<file path="src/rtl/fetch_prefetch_queue.sv">
// fetch_prefetch_queue: sequential instruction fetch engine with a small prefetch FIFO.
// Drives a one-cycle-latency instruction memory, buffers {fetch address, word} pairs,
// and hands them to decode under a valid/deq handshake. Branch redirects flush all state.
module fetch_prefetch_queue #(
    parameter int unsigned ADDRESS_LEN = 32,
    parameter int unsigned DEPTH       = 4
) (
    input  logic                          clk,
    input  logic                          rst,
    input  logic                          branch_taken,
    input  logic [ADDRESS_LEN-1:0]        branch_addr,
    input  logic                          deq,
    output logic                          mem_rd_en,
    output logic [ADDRESS_LEN-1:0]        mem_addr,
    input  logic [ADDRESS_LEN-1:0]        mem_rdata,
    output logic                          valid,
    output logic [ADDRESS_LEN-1:0]        pc,
    output logic [ADDRESS_LEN-1:0]        instruction,
    output logic [$clog2(DEPTH):0]        count
);

    localparam int unsigned PTR_W = $clog2(DEPTH);
    localparam int unsigned CNT_W = PTR_W + 1;

    logic [ADDRESS_LEN-1:0] fetch_addr;
    logic                   inflight;
    logic [ADDRESS_LEN-1:0] inflight_tag;
    logic [PTR_W-1:0]       rd_ptr;
    logic [PTR_W-1:0]       wr_ptr;
    logic [ADDRESS_LEN-1:0] addr_q  [DEPTH];
    logic [ADDRESS_LEN-1:0] instr_q [DEPTH];

    logic [CNT_W-1:0]       credits_used;
    logic                   push;
    logic                   pop;

    // Issue control: credit counts queued entries plus the read still in flight;
    // a same-cycle pop is deliberately not credited.
    always_comb begin
        credits_used = count + CNT_W'(inflight);
        mem_rd_en    = !rst && !branch_taken && (credits_used < CNT_W'(DEPTH));
        mem_addr     = fetch_addr;
        push         = inflight && !rst && !branch_taken;
        pop          = deq && valid && !rst && !branch_taken;
    end

    // Fetch pointer, in-flight tracking and FIFO bookkeeping.
    always_ff @(posedge clk) begin
        if (rst) begin
            fetch_addr   <= '0;
            inflight     <= 1'b0;
            inflight_tag <= '0;
            rd_ptr       <= '0;
            wr_ptr       <= '0;
            count        <= '0;
        end else if (branch_taken) begin
            fetch_addr   <= {branch_addr[ADDRESS_LEN-1:2], 2'b00};
            inflight     <= 1'b0;
            rd_ptr       <= '0;
            wr_ptr       <= '0;
            count        <= '0;
        end else begin
            if (mem_rd_en) begin
                fetch_addr   <= fetch_addr + ADDRESS_LEN'(4);
                inflight     <= 1'b1;
                inflight_tag <= fetch_addr;
            end else begin
                inflight     <= 1'b0;
            end
            if (push) begin
                wr_ptr <= wr_ptr + PTR_W'(1);
            end
            if (pop) begin
                rd_ptr <= rd_ptr + PTR_W'(1);
            end
            count <= count + CNT_W'(push) - CNT_W'(pop);
        end
    end

    // FIFO storage: capture the returning word with its address tag.
    always_ff @(posedge clk) begin
        if (push) begin
            addr_q[wr_ptr]  <= inflight_tag;
            instr_q[wr_ptr] <= mem_rdata;
        end
    end

    // Head presentation; an empty queue shows the all-zero NOP.
    always_comb begin
        valid       = (count != '0);
        pc          = '0;
        instruction = '0;
        if (valid) begin
            pc          = addr_q[rd_ptr] + ADDRESS_LEN'(4);
            instruction = instr_q[rd_ptr];
        end
    end

endmodule

</file>
<file path="config.mk">
export PLATFORM = sky130hd
export DESIGN_NAME = fetch_prefetch_queue
export DESIGN_NICKNAME = d
export VERILOG_FILES = /design/src/rtl/fetch_prefetch_queue.sv
export SDC_FILE = /design/constraint.sdc
export NUM_CORES = 1
export LEC_CHECK = 0
export ABC_AREA = 1
export CELL_PAD_IN_SITES_DETAIL_PLACEMENT = 1
export CELL_PAD_IN_SITES_GLOBAL_PLACEMENT = 2
export CORE_AREA = 2 2 218 220
export CTS_CLUSTER_SIZE = 28
export DETAILED_ROUTE_END_ITERATION = 12
export DIE_AREA = 0 0 220 222
export PLACE_DENSITY = 0.72
export SYNTH_ARGS = -nofsm -noshare
export SYNTH_HDL_FRONTEND = slang
export SYNTH_SLANG_ARGS = --single-unit
</file>
<file path="constraint.sdc">
create_clock -name clk -period 4.1 [get_ports clk]
set_input_delay 0.82 -clock clk [delete_from_list [all_inputs] [get_ports clk]]
set_output_delay 0.82 -clock clk [all_outputs]
set_load 0.005 [all_outputs]
</file>
==> metrics, run 1 <==
Synth-to-Final Area Change=27.86%; cell accounting for the most synthesized area=edfxtp_1; die width=220 um; Worst setup SP type=flop; All-Layer GR Usage=~18%; HP Class=flop to flop; DP Area=about 17000 um2; Critical Path AT=3.11 ns; switching power total=1.561 mW; Max Clk Rate=254.3 MHz; Int Pwr=roughly 5.5 mW; PortBufs=162; die area=~50000 um2; power density cells=386.9 nW/um2; FF/Latch Area=8856 um2; Synth cell types=35; Nets=~1800; clock skew=0.02437 ns; Via Count=~11000; layout cells sized above 1=9.136%; Worst EP required=~3.3 ns; TritonCTS Buffers=36; total wire length=approximately 43 mm; Rows=79; Hold WS=around 0.47 ns; commonest non-fill, non-tap cell in the layout=nand2_1; Least-Margin Pin Slew=around 0.68 ns; GP Congestion=0.8412; most frequent cells in the layout=nand2_1 (459), edfxtp_1 (248), nor2_1 (225); Pleak=approximately 6.9 nW; first-pass GRT wire length=about 66 mm; die height=roughly 220 um; initial antenna violation count=1; Final Critical Period=a little under 4 ns; DRT Pass-1 Iters=4; Async S/R FF share, synth=0%; CP max FO=6; Seq/Total Area, Yosys=slightly above 60%; remaining antenna violation count after routing=0; peak supply drop=between 0.0002 and 0.00025 V; post-route cell area=about 18000 um2; clock buffer depth=3; post-route DRC violation count=0; top cell type's share of synthesized area=51.99%; register bit count reported by yosys=318; largest net degree at the start of global routing=75; hold_buf cts=0; max-cap violation count=0; H-tree levels=2; vias per cell=4.695; Iter 0 DRT Violations=446; Cell Area, Synth=roughly 14000 um2; global route overflow=0; normalized max-slew margin=between 50% and 60%; CTS root buf=clkbuf_16; Final TNS setup=0 ns; Sequential Power Share=approximately half; vias in the first global route=~12000; ys flop type=edfxtp_1; logic gate share of total power=approximately 4.4%; CP Capture Type=output port; multi-input logic area=4788 um2; WL/cell=about 18 um; final worst-path cycle share=between 90 and 100%; clk slew on worst S/H paths=~0.060 ns; io pins=169; clk_lat worst skew=around 0.55 ns; fillcell total=between 5000 and 6000; dominant cells by area after synthesis=edfxtp_1 (52%), nand2_1 (12%), dfxtp_1 (9.8%); clock share of power=a little under half; Final setup viols=0; Core ar.=approximately 46000 um2; status=finished, final reports clean; Slew Viols, Final=0; endpoints failing hold=0; Synth Instances=roughly 1600; switching share of total power=between 20 and 25%; CTS tree=yes; Post-synth EDFFs=around 250; RSZ-0062 raised after global routing=yes; Synth warnings=0; crit path kind=flop to output port; DP HPWL=28.37 mm; Initial Util=around 31%; Avg Inst Size Synth=between 9 and 10 um2; CTS sink cnt=~320
==> worst max-delay path, stage by stage (launching register included) <==
cell             delay (ns)
dfxtp_4                0.45
buf_12                 0.13
a21oi_1                0.05
o21ai_1                0.10
nand2_2                0.10
inv_1                  0.09
ha_2                   0.20
nand2_1                0.10
nor2_4                 0.18
nand2_2                0.11
buf_4                  0.16
nor2_4                 0.13
nor2_1                 0.07
nor2_2                 0.17
clkdlybuf4s50_1        0.53
==> sequential cells by signal, indices dropped and copies added (netlist names), named ones only <==
register / count
count: 3
mem_addr: 30
wr_ptr: 2
inflight: 1
addr_q: 120
rd_ptr: 2
inflight_tag: 30
instr_q: 128
==> repair_timing <==
item,CTS,global route
buffers inserted,3,5
pin swaps,0,3
endpoints found under the setup margin,18,19
gates resized for setup,18,23
gates cloned,1,0
==> power by group through the flow <==
stage,combinational [mW],sequential (mW),clock (mW)
5_1_grt,0.347,3.57,3.42
6_report,0.310,3.57,3.21
3_5_place_dp,0.311,3.63,0
3_3_place_gp,0.305,3.63,0
4_1_cts,0.315,3.57,3.31
2_1_floorplan,0.132,3.62,0
==> through the flow <==
stage                     std cells  setup WS, ns  utilization (%)  power [mW]
after detailed placement       2327        0.2634            36.51       3.946
after global routing           2403      -0.09275            39.59       7.335
after floorplan                1574       -0.1269                -       3.748
after CTS                      2397      0.007800            39.32       7.188
after global placement         2327        0.2812            36.51       3.939
final                          2403        0.1675            39.59       7.086
==> routing by layer <==
layer,track usage (%),up-vias,share of wire [%]
li1,-,5576,-
met1,22.49,5492,46
met2,30.77,166,49
met3,2.483,48,3.1
met4,4.914,0,1.9
met5,0,-,0
==> path summary, 6_finish.rpt <==
kind                                            end              startpoint  slack, ns  cells after the start
worst max-delay path                         pc[18]                    flop       0.17                     14
worst min-delay path                           flop  rd_ptr[1]$_SDFFE_PP0P_       0.47                      2
worst max register to register  count[2]$_SDFF_PP0_     count[1]$_SDFF_PP0_       1.77                     11
worst min register to register                 flop  rd_ptr[1]$_SDFFE_PP0P_       0.47                      2
==> logic make-up (layout without fill, tap and decap cells) <==
family / Yosys count / count (layout) / synth area share (%)
fa+ha+maj: 9 / 9 / 0.8386
compound gates: 228 / 228 / 8.220
other cells: 1 / 5 / 0.02618
buf+inv: 188 / 409 / 5.634
simple gates: 810 / 810 / 22.47
xor+xnor: 17 / 17 / 1.039
flops: 318 / 318 / 61.77
==> final cells by class <==
| type | count | share of cell area (%) |
|---|---|---|
| Antenna cell | 1 | 0.01366 |
| Clock buffer | 45 | 5.213 |
| Clock inverter | 21 | 1.230 |
| Inverter | 116 | 2.432 |
| Multi-Input combinational cell | 1068 | 26.15 |
| Sequential cell | 318 | 48.36 |
| Tap cell | 607 | 4.147 |
| Timing Repair Buffer | 227 | 12.46 |
==> Yosys cell counts, types with 9 or more instances <==
cell and n:
nand2_1 464, edfxtp_1 248, nor2_1 237, inv_1 109
o21ai_0 107, a21oi_1 98, dfxtp_1 70, nand3_1 70
clkbuf_1 33, buf_2 18, xor2_1 16, nor3_1 14
buf_4 9
Note: power is estimated with default switching activity, not from simulation.
==> run 2: changes to the inputs <==
--- a/config.mk
+++ b/config.mk
@@ -8,10 +8,10 @@
 export ABC_AREA = 1
 export CELL_PAD_IN_SITES_DETAIL_PLACEMENT = 1
 export CELL_PAD_IN_SITES_GLOBAL_PLACEMENT = 2
-export CORE_AREA = 2 2 218 220
+export CORE_AREA = 3 3 219 221
 export CTS_CLUSTER_SIZE = 28
 export DETAILED_ROUTE_END_ITERATION = 12
-export DIE_AREA = 0 0 220 222
+export DIE_AREA = 0 0 222 224
 export PLACE_DENSITY = 0.72
 export SYNTH_ARGS = -nofsm -noshare
 export SYNTH_HDL_FRONTEND = slang
==> run 2 against run 1 <==
  * Sequential share of layout area grew 0.61 points
  * Global-route usage fell by 0.64 points
  * Critical endpoint is now pc[30]
  * Non-clock buffer count is 28 lower
  * Worst setup slack improved by 0.046 ns
  * Highest routed layer unchanged
  * Largest cell class unchanged
  * Sequential power barely moved
==> metrics, run 2 (synthesis results as in run 1) <==
Critical Path AT=3.07 ns (-0.04 ns); Iter 0 DRT Violations=427 (-4.3%); Biggest register=instr_q; clock share of power=44.4% (-0.9 points); crit-path cells=inv_4, buf_12, nand2_1, nand2_4, nand2_1, nor2_2, buf_4, nand2_1, nor2_1, a21oi_1, nor2_2, clkdlybuf4s50_1; post-route cell area=18090 um2 (-1.2%); normalized max-slew margin=32.27% (-23 points); clock buffer depth=3 (unchanged); clk_lat worst skew=0.55 ns (about the same); first-pass GRT wire length=65.99 mm (-0.38%); Int Pwr=5.467 mW (-1.1%); CTS sink cnt=318 (unchanged); CP max FO=56 (+50); Final WS setup=0.2131 ns (+0.04562 ns); CP Capture Type=output port; Initial Util=30.90% (-0.066 points); Non-Filler Instances=2372 (-1.3%); metal3 WL=1.195 mm (-10%); cell mode on critical path=nand2_1; die area=49730 um2 (+1.8%); power density cells=385.2 nW/um2 (-0.43%); peak supply drop=0.0002627 V (+8.5%); Max Clk Rate=257.3 MHz (+1.2%); logic gate share of total power=4.4% (about the same); die width=222 um (+0.91%); number of flip-flops in the largest register=128 (unchanged); DP Area=16690 um2 (-1.2%); Final TNS setup=0 ns (unchanged); PortBufs=162 (unchanged); Pleak=6.812 nW (-1.2%); clock skew=0.01874 ns (-0.005636 ns); crit path kind=flop to output port; GP Congestion=0.8068 (-4.1%); post-layout util=39.01% (-0.58 points); top routing layer used=met4; endpoints failing hold=0 (unchanged); worst slack, placed=0.3370 ns (+0.07360 ns); Synth-to-Final Area Change=26.27%; Worst EP required=3.28 ns (about the same); Via Count=11047 (-2.1%); total power=6.967 mW (-1.7%); Final setup viols=0 (unchanged); vias in the first global route=11684 (-1.2%); total wire length=42.23 mm (-1.2%); CP max stage delay=0.54 ns (about the same); placed cells=2300 (-1.2%); DP HPWL=27.50 mm (-3.1%); switching power total=1.501 mW (-3.8%); Hold WS=0.4718 ns (-0.0003470 ns); Metal-1 WL=19.10 mm (-2.2%); CTS root buf=clkbuf_16; Slew Viols, Final=0 (unchanged); die height=224 um (+0.90%); Sequential Power Share=51.2% (+0.9 points); HP Class=flop to flop; Final Critical Period=3.887 ns (-0.04562 ns); Rows=79 (unchanged); clk slew on worst S/H paths=0.06 ns (about the same); TritonCTS Buffers=37 (+2.8%); All-Layer GR Usage=16.94% (-0.64 points); final worst-path cycle share=94.80% (-1.1 points); largest net degree at the start of global routing=63 (-16%); commonest non-fill, non-tap cell in the layout=nand2_1; layout cells sized above 1=8.385% (-0.75 points); switching share of total power=21.54% (-0.49 points); metal2 WL=21.14 mm (+0.25%); initial antenna violation count=0 (-1); Nets=1817 (-1.5%); Critical Path Slowest Stage Cell=clkdlybuf4s50_1; biggest regs=instr_q: 128 flops, addr_q: 120 flops; CTS tree=yes; H-tree levels=2 (unchanged); post-route DRC violation count=0 (unchanged); global route overflow=0 (unchanged); remaining antenna violation count after routing=0 (unchanged); fillcell total=5257 (-0.94%); max-cap violation count=0 (unchanged); WL/cell=17.80 um (about the same); Worst setup SP type=flop; DRT Pass-1 Iters=6 (+2); io pins=169 (unchanged); most frequent cells in the layout=nand2_1 (451), edfxtp_1 (248), nor2_1 (216); vias per cell=4.657 (-0.80%); Least-Margin Pin Slew=1.015 ns (+0.3374 ns); diodes inserted=0 (-1); Core ar.=46360 um2 (+0.21%); status=finished, final reports clean
## run 2: cell types whose count changed in the layout (fill, tap and decap cells not counted), moves of 4 or more
cell     change
nand2_4      +4
nor2_1       -9
nor2_2       +9
buf_4       -24
nand2_2      +4
nand2_1      -8
## run 2: area by class of cell
class	count	area (um2)	share of cell area, %
flip-flops and latches	318	8856	48.97
repair buffers	199	2051	11.34
multi-input cells	1068	4843	26.78
inverters	116	439.2	2.428
clock inverters	18	167.7	0.9270
clock buffers	46	969.7	5.361
well taps	607	759.5	4.199
## run 2: power groups by stage
stage | Clock [mW] | Combinational [mW] | Sequential, mW
finish | 3.09 | 0.309 | 3.57
CTS | 3.19 | 0.313 | 3.57
floorplan | 0 | 0.132 | 3.62
detailed placement | 0 | 0.310 | 3.63
global placement | 0 | 0.304 | 3.63
global route | 3.32 | 0.345 | 3.57
## run 2: final timing paths
kind                               start             endpoint  slack (ns)  depth (start not counted)
hold / removal    rd_ptr[1]$_SDFFE_PP0P_                 flop        0.47                          2
setup reg to reg     count[1]$_SDFF_PP0_  count[1]$_SDFF_PP0_        1.33                         11
hold reg to reg   rd_ptr[1]$_SDFFE_PP0P_                 flop        0.47                          2
setup / recovery                    flop               pc[30]        0.21                         12
## run 2: critical path, delay by kind of cell, from the launching register on
family / cells / cell delay, ns
buf+inv: 4 / 1.11
flops: 1 / 0.41
compound gates: 1 / 0.09
simple gates: 7 / 0.88
## run 2: layer usage
metal,track usage (%),vias up
li1,-,5514
met1,21.36,5325
met2,30.41,153
met3,2.568,55
met4,4.520,0
met5,0,-
## run 2: repair_timing
item,4_1_cts,5_1_grt
hold buffers,0,0
buffers inserted,3,4
endpoints found under the setup margin,19,20
gates resized for setup,12,39
pin swaps,1,6
gates cloned,1,0
==> run 3: changes to the inputs <==
--- a/config.mk
+++ b/config.mk
@@ -12,6 +12,7 @@
 export CTS_CLUSTER_SIZE = 28
 export DETAILED_ROUTE_END_ITERATION = 12
 export DIE_AREA = 0 0 222 224
+export GPL_ROUTABILITY_DRIVEN = 0
 export PLACE_DENSITY = 0.72
 export SYNTH_ARGS = -nofsm -noshare
 export SYNTH_HDL_FRONTEND = slang
==> results of run 3 <==
Same layout as run 2: the final DEF is identical, and so are final timing and power.
